## src/rtl/wave_mode_pkg.sv

```systemverilog
// Shared types and constants for the waveform-mode selector.
// Default mode encoding and index-width helper.
package wave_mode_pkg;

  typedef enum logic [1:0] {
    WAVE_SQUARE   = 2'd0,
    WAVE_SAW      = 2'd1,
    WAVE_TRIANGLE = 2'd2,
    WAVE_SINE     = 2'd3
  } wave_mode_e;

  localparam int unsigned NUM_WAVE_MODES = 4;

  // Index width, never below one bit.
  function automatic int unsigned mode_width(input int unsigned n);
    return (n <= 2) ? 1 : $clog2(n);
  endfunction

endpackage

```

## src/rtl/key_debounce.sv

```systemverilog
// Push-button front end: two-flop synchroniser, counter debounce and
// a registered one-cycle pulse on each accepted press.
module key_debounce #(
  parameter int unsigned DEBOUNCE_CYCLES = 4
) (
  input  logic clk,
  input  logic rst,
  input  logic key_raw,
  output logic key_level,
  output logic press
);

  localparam int unsigned CW = $clog2(DEBOUNCE_CYCLES + 1);

  logic          s1, s2, st;
  logic [CW-1:0] cnt;

  always_ff @(posedge clk or posedge rst) begin
    if (rst) begin
      s1    <= 1'b0;
      s2    <= 1'b0;
      st    <= 1'b0;
      cnt   <= '0;
      press <= 1'b0;
    end else begin
      s1    <= key_raw;
      s2    <= s1;
      press <= 1'b0;
      if (s2 == st) begin
        cnt <= '0;
      end else if (cnt == CW'(DEBOUNCE_CYCLES - 1)) begin
        st    <= s2;
        cnt   <= '0;
        // Only a rising accepted level counts as a press.
        press <= s2;
      end else begin
        cnt <= cnt + CW'(1);
      end
    end
  end

  assign key_level = st;

endmodule

```

## src/rtl/wave_mode_sel.sv

```systemverilog
// Waveform-mode selector: debounced next/prev keys step a mode index
// with wrap or saturation; drives binary, one-hot and change strobe.
module wave_mode_sel
  import wave_mode_pkg::*;
#(
  parameter int unsigned NUM_MODES       = NUM_WAVE_MODES,
  parameter int unsigned DEBOUNCE_CYCLES = 4,
  parameter bit          WRAP            = 1'b1,
  parameter int unsigned RESET_MODE      = 0,
  localparam int unsigned MW             = mode_width(NUM_MODES)
) (
  input  logic                 clk,
  input  logic                 rst,
  input  logic                 key_next,
  input  logic                 key_prev,
  output logic [MW-1:0]        mode,
  output logic [NUM_MODES-1:0] mode_onehot,
  output logic                 mode_changed
);

  localparam logic [NUM_MODES-1:0] RESET_ONEHOT = NUM_MODES'(1) << RESET_MODE;

  logic press_next, press_prev;
  logic next_level, prev_level;
  logic unused_levels;

  logic [MW-1:0]        mode_d;
  logic [NUM_MODES-1:0] onehot_d;
  logic                 changed_d;

  key_debounce #(.DEBOUNCE_CYCLES(DEBOUNCE_CYCLES)) u_next (
    .clk      (clk),
    .rst      (rst),
    .key_raw  (key_next),
    .key_level(next_level),
    .press    (press_next)
  );

  key_debounce #(.DEBOUNCE_CYCLES(DEBOUNCE_CYCLES)) u_prev (
    .clk      (clk),
    .rst      (rst),
    .key_raw  (key_prev),
    .key_level(prev_level),
    .press    (press_prev)
  );

  assign unused_levels = next_level ^ prev_level;

  always_comb begin
    mode_d = mode;
    if (32'(mode) >= NUM_MODES) begin
      // Unreachable for legal operation; recover to a known mode.
      mode_d = MW'(RESET_MODE);
    end else if (press_next && !press_prev) begin
      if (32'(mode) == NUM_MODES - 1) mode_d = WRAP ? '0 : mode;
      else                            mode_d = mode + MW'(1);
    end else if (press_prev && !press_next) begin
      if (mode == '0) mode_d = WRAP ? MW'(NUM_MODES - 1) : mode;
      else            mode_d = mode - MW'(1);
    end
    changed_d = (mode_d != mode);
    onehot_d  = '0;
    for (int i = 0; i < NUM_MODES; i++) begin
      onehot_d[i] = (mode_d == MW'(i));
    end
  end

  always_ff @(posedge clk or posedge rst) begin
    if (rst) begin
      mode         <= MW'(RESET_MODE);
      mode_onehot  <= RESET_ONEHOT;
      mode_changed <= 1'b0;
    end else begin
      mode         <= mode_d;
      mode_onehot  <= onehot_d;
      mode_changed <= changed_d;
    end
  end

endmodule

```

## config.mk

```make
export PLATFORM = sky130hd
export DESIGN_NAME = wave_mode_sel
export DESIGN_NICKNAME = d
export VERILOG_FILES = /design/src/rtl/wave_mode_pkg.sv /design/src/rtl/key_debounce.sv /design/src/rtl/wave_mode_sel.sv
export SDC_FILE = /design/constraint.sdc
export NUM_CORES = 1
export LEC_CHECK = 0
export CORE_MARGIN = 4
export CORE_UTILIZATION = 51
export CTS_CLUSTER_SIZE = 40
export DETAILED_ROUTE_END_ITERATION = 7
export PLACE_DENSITY = 0.74
export SETUP_SLACK_MARGIN = 0.15
export SLEW_MARGIN = 30
export SYNTH_ARGS = -nofsm -noshare
export SYNTH_HDL_FRONTEND = slang
export SYNTH_HIERARCHICAL = 1
export SYNTH_SLANG_ARGS = --single-unit
```

## constraint.sdc

```tcl
create_clock -name clk -period 1.5 [get_ports clk]
set_input_delay 0.3 -clock clk [delete_from_list [all_inputs] [get_ports clk]]
set_output_delay 0.3 -clock clk [all_outputs]
set_load 0.005 [all_outputs]
```

==> impl_metrics.tcl <==
set metrics [dict create \
    status "complete, no violations" \
    path_cells "buf_6 -> inv_4 -> ha_4 -> nand3b_1 -> o221ai_4 -> inv_2 -> and3_4" \
    synthAdderAreaFrac_pct 5.82 \
    ys_warn_count 6 \
    reg2regPathDepth 7 \
    rsz0062_at_grt "yes" \
    final_area_sq_um 1110 \
    synth-seq-cells 21 \
    period_needed_ns 1.43 \
    critical_path.top_delay_family "flip-flops" \
    ant_nets 0 \
    routed_wl_microns 1490 \
    syn_area_sq_um 860 \
    crit_arrival_ns 1.63 \
    crit_end "mode_onehot[2]" \
    synth.top_cell.area_share_pct 58.2 \
    drtIter0Drc 4 \
    grt_start_max_net_pins 13 \
    tritoncts "built" \
    h-tree-depth 1 \
    crit_buf_inv 3 \
    drc_errors 0 \
    grt_first_pass_wirelength_microns 2680 \
    final_util_pct 72.2 \
    cpMaxStageDelayCell "dfrtp_1" \
    num_rows 14 \
    regArea_sq_um 528 \
    worstPathRequired_ns 1.70 \
    layout_common_cells "dfrtp_1, buf_4, dlygate4sd2_1" \
    avgSynthCellArea_sq_um 13.6 \
    cts.path.max_buffers 2 \
    place_congestion 0.772 \
    instances_no_fill 102 \
    antenna_cells 0 \
    wl_per_cell_microns 14.6 \
    dr.pass1.iters 3 \
    die_width_microns 49.1 \
    cts.clk_slew.worst_paths_ns 0.12 \
    worstPathMaxFanout 3 \
    clock-root-buffer "clkbuf_4" \
    ioPinCount 11 \
    ctsHoldBuffers 0 \
    startpoint_type "register" \
    ir_drop_mv 1.19 \
    period_share_pct 95.1 \
    vias_per_cell 5.31 \
    synth_top_area_cell "dfrtp_1" \
    power_density_nw_per_um2 1860 \
    multi_input_area_sq_um 358 \
    track_usage_pct 14.6 \
    hold_violations 0 \
    r2r_end "mode_onehot[2]" \
    num-fill-cells 104 \
    numPortBuffers 10 \
    synth-xor-area-share_pct 4.08 \
    numCtsBuffers 3 \
    grt_pass1_vias 616 \
    yosys-top-cells-area "dfrtp_1, ha_1, nor2b_4, dfstp_2, nor3b_2" \
    clock.fmax_mhz 701 \
    fin_nets 95 \
    slowest_delay_ns 0.39 \
    die_area_sq_um 2410 \
    hold_path_class "in -> async" \
    critical_path_class "reg -> reg" \
    worst-path-stages 7 \
    r2r-start "mode[1]" \
    drv_slew 0 \
    relSlewSlack_pct 80.1 \
    leakagePower_nw 0.549 \
    cts_num_sinks 21 \
    syn_to_final_growth_pct 29.5 \
    drive_above_1_share_pct 41.9 \
    hpwl_microns 936 \
    cp-end-kind "register" \
    overflow 0 \
    synth_top_family_by_area "simple AND/OR/NAND/NOR gates" \
    critPathLaunch "mode[1]" \
    syn_inst 63 \
    yosysSeqAreaShare_pct 61.3 \
    vias 542 \
    drv_cap 0 \
    setup_tns_ns 0 \
    final_common_cell "dfrtp_1" \
    finalSetupViolCount 0 \
    ys_types 23 \
    antenna_found_initial 0 \
    core_region_area_sq_um 1540 \
    synth_compound_area_share_pct 5.68 \
    clock_skew_ns 0.00327 \
    insertion_delay_ns 0.29 \
    placed_area_sq_um 992 \
    die_y_microns 49.1 \
    rrSetupSlack_ns 0.07 \
    muxShareOfSynthArea_pct 2.62 \
    synth_fp_nets 71 \
    start_util_pct 55.8 \
    synthSimpleGateAreaFrac_pct 17.9 \
    dp.cells 89 \
    tightest_slew_ns 0.296 \
]
==> routing by layer <==
metal	global-route usage (%)	part of all wire, %	vias up
met5	0	0	-
met3	3.67	4.4	6
li1	-	-	263
met1	16.2	42	260
met2	24.8	51	13
met4	8.52	2.6	0
==> worst min path at each step <==
stage | from | end | slack, ns | cells past startpoint
after floorplan | rst | mode[0] | 0.10 | 1
after global placement | u_prev/s1 | u_prev/s2 | 0.33 | 0
after detailed placement | u_next/s1 | u_next/s2 | 0.34 | 0
after CTS | rst | u_prev/s1 | 0.29 | 2
after global routing | rst | u_next/cnt[2] | 0.30 | 2
final | rst | u_next/s1 | 0.30 | 2
==> where the power goes <==
group	total, mW	switching (mW)	internal (mW)
Sequential	0.814	0.0786	0.736
Combinational	0.998	0.439	0.559
Clock	0.265	0.165	0.0991
Total	2.08	0.683	1.39
==> cells in the mapped netlist <==
cell and count:
a21oi_1 3, and3_1 3, and3b_2 2, dfrtp_1 20, dfstp_2 1, ha_1 4, inv_1 5, inv_2 1
mux2_2 2, nand2_1 1, nand2b_1 2, nand3b_1 1, nor2b_1 1, nor2b_4 2, nor3_1 2, nor3b_1 3
nor3b_2 2, o211ai_1 1, o21ai_1 1, o221ai_2 1, o22ai_1 1, xnor2_1 2, xor2_1 2
==> state kept, by name, indices dropped and copies added (netlist names) <==
name / flops
mode_changed: 1
u_next/s2: 1
u_prev/s1: 1
u_next/s1: 1
mode: 2
u_prev/key_level: 1
u_next/key_level: 1
mode_onehot: 4
u_prev/press: 1
u_next/cnt: 3
u_next/press: 1
u_prev/s2: 1
u_prev/cnt: 3
==> area by class of cell <==
| class | instances | area share, % |
|---|---|---|
| Clock buffer | 3 | 2.02 |
| Clock inverter | 1 | 0.449 |
| Inverter | 6 | 2.25 |
| Multi-Input combinational cell | 36 | 32.1 |
| Sequential cell | 21 | 47.4 |
| Tap cell | 16 | 1.80 |
| Timing Repair Buffer | 19 | 13.9 |
==> worst reg2reg max path: cells and delay by family (launching register included) <==
kind / cells / cell delay (ns)
fa+ha+maj: 1 / 0.29
compound gates: 1 / 0.11
buf+inv: 3 / 0.23
flops: 1 / 0.39
simple gates: 2 / 0.31
==> cell families after synthesis <==
| logic type | count (synthesis) |
|---|---|
| AOI/OAI and AO/OA | 7 |
| adders and majority gates | 4 |
| buffers and inverters | 6 |
| DFF | 21 |
| xor gates and xnor gates | 4 |
| and+or+nand+nor | 19 |
| muxes | 2 |
==> metrics by stage <==
stage	hold WS, ns	setup slack [ns]	total power [mW]
finish	0.300	0.0734	2.08
global route	0.300	0.0169	2.25
CTS	0.290	0.0933	2.05
detailed placement	0.340	0.0929	1.56
global placement	0.333	0.141	1.52
floorplan	0.103	0.206	1.28
==> what timing repair did <==
| item | 4_1_cts | 5_1_grt |
|---|---|---|
| gates resized for setup | 17 | 8 |
| pin swaps | 5 | 1 |
| endpoints found under the setup margin | 10 | 10 |
| setup buffers | 8 | 1 |
No activity file was read; power rests on OpenSTA's default activity.
